**src/rtl/bp_fe_ras_ctrl.sv**
```systemverilog
// Return address stack controller: turns call/return predictions into storage
// writes, tracks top-of-stack and occupancy, checkpoints/restores, and clears storage.
module bp_fe_ras_ctrl #(
  parameter int vaddr_width_p = 39,
  parameter int ras_els       = 8,
  parameter int ckpt_els      = 4,
  localparam int ptr_w = $clog2(ras_els),
  localparam int cnt_w = $clog2(ras_els + 1),
  localparam int cid_w = $clog2(ckpt_els)
) (
  input  logic                     clk_i,
  input  logic                     reset_n_i,
  input  logic                     call_v_i,
  input  logic                     ret_v_i,
  input  logic [vaddr_width_p-1:0] call_addr_i,
  input  logic                     ckpt_v_i,
  input  logic [cid_w-1:0]         ckpt_id_i,
  input  logic                     restore_v_i,
  input  logic [cid_w-1:0]         restore_id_i,
  input  logic                     flush_v_i,
  output logic                     ready_o,
  output logic [vaddr_width_p-1:0] ret_addr_o,
  output logic                     ret_addr_v_o,
  output logic                     ras_w_v_o,
  output logic [ptr_w-1:0]         ras_w_addr_o,
  output logic [vaddr_width_p-1:0] ras_w_data_o,
  output logic [ptr_w-1:0]         ras_r_addr_o,
  input  logic [vaddr_width_p-1:0] ras_r_data_i,
  output logic [cnt_w-1:0]         count_o
);

  typedef enum logic {ST_CLEAR, ST_IDLE} state_e;

  localparam logic [ptr_w-1:0] tos_rst = ptr_w'(ras_els - 1);
  localparam logic [cnt_w-1:0] cnt_max = cnt_w'(ras_els);

  state_e              state_q, state_d;
  logic [ptr_w-1:0]    tos_q, tos_d;
  logic [cnt_w-1:0]    count_q, count_d;
  logic [ptr_w-1:0]    clr_idx_q, clr_idx_d;
  logic [ckpt_els-1:0] ckpt_v_q, ckpt_v_d;
  logic [ptr_w-1:0]    ckpt_tos_q [ckpt_els];
  logic [ptr_w-1:0]    ckpt_tos_d [ckpt_els];
  logic [cnt_w-1:0]    ckpt_cnt_q [ckpt_els];
  logic [cnt_w-1:0]    ckpt_cnt_d [ckpt_els];
  logic                do_flush;

  // A restore that names an empty slot has nothing to return to, so it
  // degrades to a full flush.
  assign do_flush = flush_v_i || (restore_v_i && !ckpt_v_q[restore_id_i]);

  always_comb begin
    state_d      = state_q;
    tos_d        = tos_q;
    count_d      = count_q;
    clr_idx_d    = clr_idx_q;
    ckpt_v_d     = ckpt_v_q;
    ckpt_tos_d   = ckpt_tos_q;
    ckpt_cnt_d   = ckpt_cnt_q;
    ras_w_v_o    = 1'b0;
    ras_w_addr_o = tos_q;
    ras_w_data_o = '0;
    case (state_q)
      ST_CLEAR: begin
        ras_w_v_o    = 1'b1;
        ras_w_addr_o = clr_idx_q;
        clr_idx_d    = clr_idx_q + 1'b1;
        if (flush_v_i) begin
          clr_idx_d = '0;
          tos_d     = tos_rst;
          count_d   = '0;
          ckpt_v_d  = '0;
        end else if (clr_idx_q == tos_rst) begin
          state_d = ST_IDLE;
        end
      end
      default: begin
        if (do_flush) begin
          tos_d     = tos_rst;
          count_d   = '0;
          ckpt_v_d  = '0;
          clr_idx_d = '0;
          state_d   = ST_CLEAR;
        end else if (restore_v_i) begin
          tos_d                  = ckpt_tos_q[restore_id_i];
          count_d                = ckpt_cnt_q[restore_id_i];
          ckpt_v_d[restore_id_i] = 1'b0;
        end else begin
          // Checkpoint captures the state before this cycle's call/ret.
          if (ckpt_v_i) begin
            ckpt_v_d[ckpt_id_i]   = 1'b1;
            ckpt_tos_d[ckpt_id_i] = tos_q;
            ckpt_cnt_d[ckpt_id_i] = count_q;
          end
          if (call_v_i && ret_v_i) begin
            ras_w_v_o    = 1'b1;
            ras_w_addr_o = tos_q;
            ras_w_data_o = call_addr_i;
            if (count_q == '0) count_d = cnt_w'(1);
          end else if (call_v_i) begin
            ras_w_v_o    = 1'b1;
            ras_w_addr_o = tos_q + 1'b1;
            ras_w_data_o = call_addr_i;
            tos_d        = tos_q + 1'b1;
            if (count_q != cnt_max) count_d = count_q + 1'b1;
          end else if (ret_v_i && (count_q != '0)) begin
            tos_d   = tos_q - 1'b1;
            count_d = count_q - 1'b1;
          end
        end
      end
    endcase
  end

  always_ff @(posedge clk_i) begin
    if (!reset_n_i) begin
      state_q   <= ST_CLEAR;
      tos_q     <= tos_rst;
      count_q   <= '0;
      clr_idx_q <= '0;
      ckpt_v_q  <= '0;
    end else begin
      state_q   <= state_d;
      tos_q     <= tos_d;
      count_q   <= count_d;
      clr_idx_q <= clr_idx_d;
      ckpt_v_q  <= ckpt_v_d;
    end
  end

  // Slot payloads are only meaningful behind their valid bit.
  always_ff @(posedge clk_i) begin
    ckpt_tos_q <= ckpt_tos_d;
    ckpt_cnt_q <= ckpt_cnt_d;
  end

  assign ready_o      = (state_q == ST_IDLE);
  assign ret_addr_o   = ras_r_data_i;
  assign ret_addr_v_o = ready_o && (count_q != '0);
  assign ras_r_addr_o = tos_q;
  assign count_o      = count_q;

endmodule

```
**config.mk**
```make
export PLATFORM = sky130hd
export DESIGN_NAME = bp_fe_ras_ctrl
export DESIGN_NICKNAME = d
export VERILOG_FILES = /design/src/rtl/bp_fe_ras_ctrl.sv
export SDC_FILE = /design/constraint.sdc
export NUM_CORES = 1
export LEC_CHECK = 0
export ABC_AREA = 1
export BUFFER_PORTS_ARGS = -buffer_cell sky130_fd_sc_hd__buf_2
export CAP_MARGIN = 20
export CORE_ASPECT_RATIO = 0.75
export CORE_UTILIZATION = 35
export DETAILED_ROUTE_END_ITERATION = 16
export PLACE_DENSITY = 0.66
export SLEW_MARGIN = 20
export SYNTH_ARGS = -nofsm -noshare
export SYNTH_HDL_FRONTEND = slang
export SYNTH_SLANG_ARGS = --single-unit
```
**constraint.sdc**
```tcl
create_clock -name clk_i -period 3.8 [get_ports clk_i]
set_clock_uncertainty 0.15 [all_clocks]
set_input_delay 0.38 -clock clk_i [delete_from_list [all_inputs] [get_ports clk_i]]
set_output_delay 0.38 -clock clk_i [all_outputs]
set_load 0.05 [all_outputs]
```
==> results_dict.tcl <==
set metrics [dict create \
    startpoint_type "register" \
    synth_area_per_cell_sq_um 7.352 \
    cp_max_fo 39 \
    finalHoldViolCount 0 \
    io_buffers 101 \
    syn2layout_area_growth_pct 14.00 \
    grt_pass1_wl_mm 11.21 \
    power.share.clock_pct 31.3 \
    pre_cts_ws_ns 1.516 \
    syn_nets 491 \
    wl_per_cell_um 13.32 \
    numCtsBuffers 5 \
    fillers 810 \
    cts.sinks 43 \
    grt_overflow 0 \
    seq_area_frac_synth_pct 39.29 \
    antenna_found_initial 0 \
    core_sq_mm 0.007953 \
    layout_commonest_cell "buf_2" \
    ctsRootBufferMaster "clkbuf_8" \
    drt_iter0_drc 155 \
    dr_total_vias 2515 \
    ys_warn_count 0 \
    grt_pass1_vias 2170 \
    worst-setup-path-type "reg2out" \
    dp.cells 556 \
    pwr-share-comb_pct 15.8 \
    intPower_mw 0.6866 \
    p_leak_nw 1.812 \
    slew_headroom_pct 53.45 \
    syn_area_sq_mm 0.002904 \
    p_sw_mw 0.2879 \
    outcome "finished clean" \
    io_pins 180 \
    fin_crit_ns 2.458 \
    whs_ns 0.2594 \
    num_rows 28 \
    die_w_um 107.2 \
    hpwl_mm 5.766 \
    seq_power_share_pct 52.9 \
    ctsHoldBuffers 0 \
    irDropWorstVdd_v 0.0001461 \
    critPathMaxStageDelay_ns 0.57 \
    drv_slew 0 \
    gp_congestion 0.8304 \
    rsz0062_at_grt "no" \
    clock.fmax_ghz 0.4069 \
    design_area_sq_mm 0.003311 \
    fin_crit_sh_pct 64.67 \
    first_pass_iters 5 \
    cts_max_level 2 \
    cts_buffer_depth 2 \
    maxCapViolCount 0 \
    crit_arrival_ns 1.93 \
    grt_max_degree 40 \
    ys_ff_latch 43 \
    n_antenna_cell 0 \
    p_per_area_mw_per_mm2 294.3 \
    multi_input_area_sq_mm 0.001120 \
    setup_viol 0 \
    cp_slowest_cell "dfxtp_1" \
    final_cell_mix "buf_2, nand2_1, inv_1, nor2_1, edfxtp_1" \
    crit_chain "inv_4 -> nor2_2 -> inv_2 -> nor2_1 -> buf_2" \
    tritoncts "yes" \
    post_dp_cell_area_sq_mm 0.003218 \
    clock_latency_ns 0.30 \
    grt_usage_pct 17.13 \
    instances_no_fill 564 \
    drc_errors 0 \
    tightest_slew_ns 0.6956 \
    netlist_instances 395 \
    critPathRequiredTime_ns 3.27 \
    synth_cell_types 30 \
    wirelength_mm 7.513 \
    cts_resized 0 \
    tns_ns 0 \
    die_y_um 80.89 \
    min_path_type "in2reg" \
    drtAntennaViolNets 0 \
    drive_gt1_share_pct 29.63 \
    final_nets 554 \
    seq_area_sq_mm 0.001141 \
    setup_ws_ns 1.342 \
    routed_via_density 4.459 \
    cts_setup_buffers 0 \
    clkTransAtPathRegs_ns 0.09 \
    start_util_pct 36.52 \
    p_total_mw 0.9745 \
    critPathCaptureType "output pin" \
    utilization_pct 41.63 \
    sw_frac_of_total_pct 29.54 \
    die_area_sq_mm 0.008669 \
]
[synthesized netlist by cell type (all sizes together)]
library cell | count | share of area (%)
a21o | 1 | 0.26
a21oi | 22 | 3.8
a31oi | 1 | 0.22
buf | 46 | 12
clkbuf | 2 | 0.26
dfxtp | 15 | 10
edfxtp | 28 | 29
fa | 1 | 0.69
ha | 6 | 2.6
inv | 78 | 10
nand2 | 77 | 10
nand3 | 19 | 4.5
nand4 | 4 | 0.86
nor2 | 68 | 9.7
nor3 | 4 | 0.69
o21ai | 17 | 3.4
o22ai | 1 | 0.22
or2 | 1 | 0.22
xor2 | 4 | 1.2
[worst max-delay path: cells and delay by family, from the launching register on]
family / cells / cell delay [ns]
buffers and inverters: 3 / 0.66
DFF: 1 / 0.57
and+or+nand+nor: 2 / 0.37
[worst paths after layout]
path	startpoint	to	slack (ns)	cells past startpoint
worst max-delay path	ready_o	ras_w_data_o[7]	1.34	5
worst min-delay path	reset_n_i	ckpt_v_q[1]	0.26	3
worst max register to register	ready_o	ckpt_tos_q[3]	1.86	3
worst min register to register	clr_idx_q[1]	clr_idx_q[1]	0.34	2
[per-layer routing]
metal | global-route usage [%] | routed length (um) | vias up
met2 | 22.65 | 3156 | 86
met4 | 6.438 | 102 | 0
met3 | 4.013 | 566 | 17
li1 | - | - | 1306
met5 | 0 | 0 | -
met1 | 26.26 | 3688 | 1106
[cell families after synthesis]
logic type               Yosys count  synth area share [%]
buffers and inverters            126                 22.15
adder cells (fa/ha/maj)            7                 3.274
AND/OR/NAND/NOR                  173                 26.15
XOR/XNOR                           4                 1.206
flip-flops                        43                 39.29
AO/OA/AOI/OAI                     42                 7.928
[power by group through the flow]
stage / logic [mW] / registers (mW) / clock network (mW)
after floorplan: 0.195 / 0.536 / 0
final: 0.154 / 0.515 / 0.305
after CTS: 0.154 / 0.516 / 0.310
after global placement: 0.152 / 0.526 / 0
after detailed placement: 0.153 / 0.526 / 0
after global routing: 0.173 / 0.517 / 0.330
[flip-flops by register name (all words and copies together) (netlist names)]
signal	flops
ckpt_cnt_q	16
ckpt_tos_q	12
ckpt_v_q	4
count_o	4
clr_idx_q	3
ras_r_addr_o	3
ready_o	1
[area by class of cell]
| cell class | count | share of cell area (%) |
|---|---|---|
| Sequential cell | 43 | 34.47 |
| Multi-Input combinational cell | 226 | 33.82 |
| Timing Repair Buffer | 104 | 15.95 |
| Inverter | 78 | 8.995 |
| Tap cell | 105 | 3.968 |
| Clock buffer | 5 | 2.079 |
| Clock inverter | 3 | 0.7181 |
No activity file was read; power rests on OpenSTA's default activity.
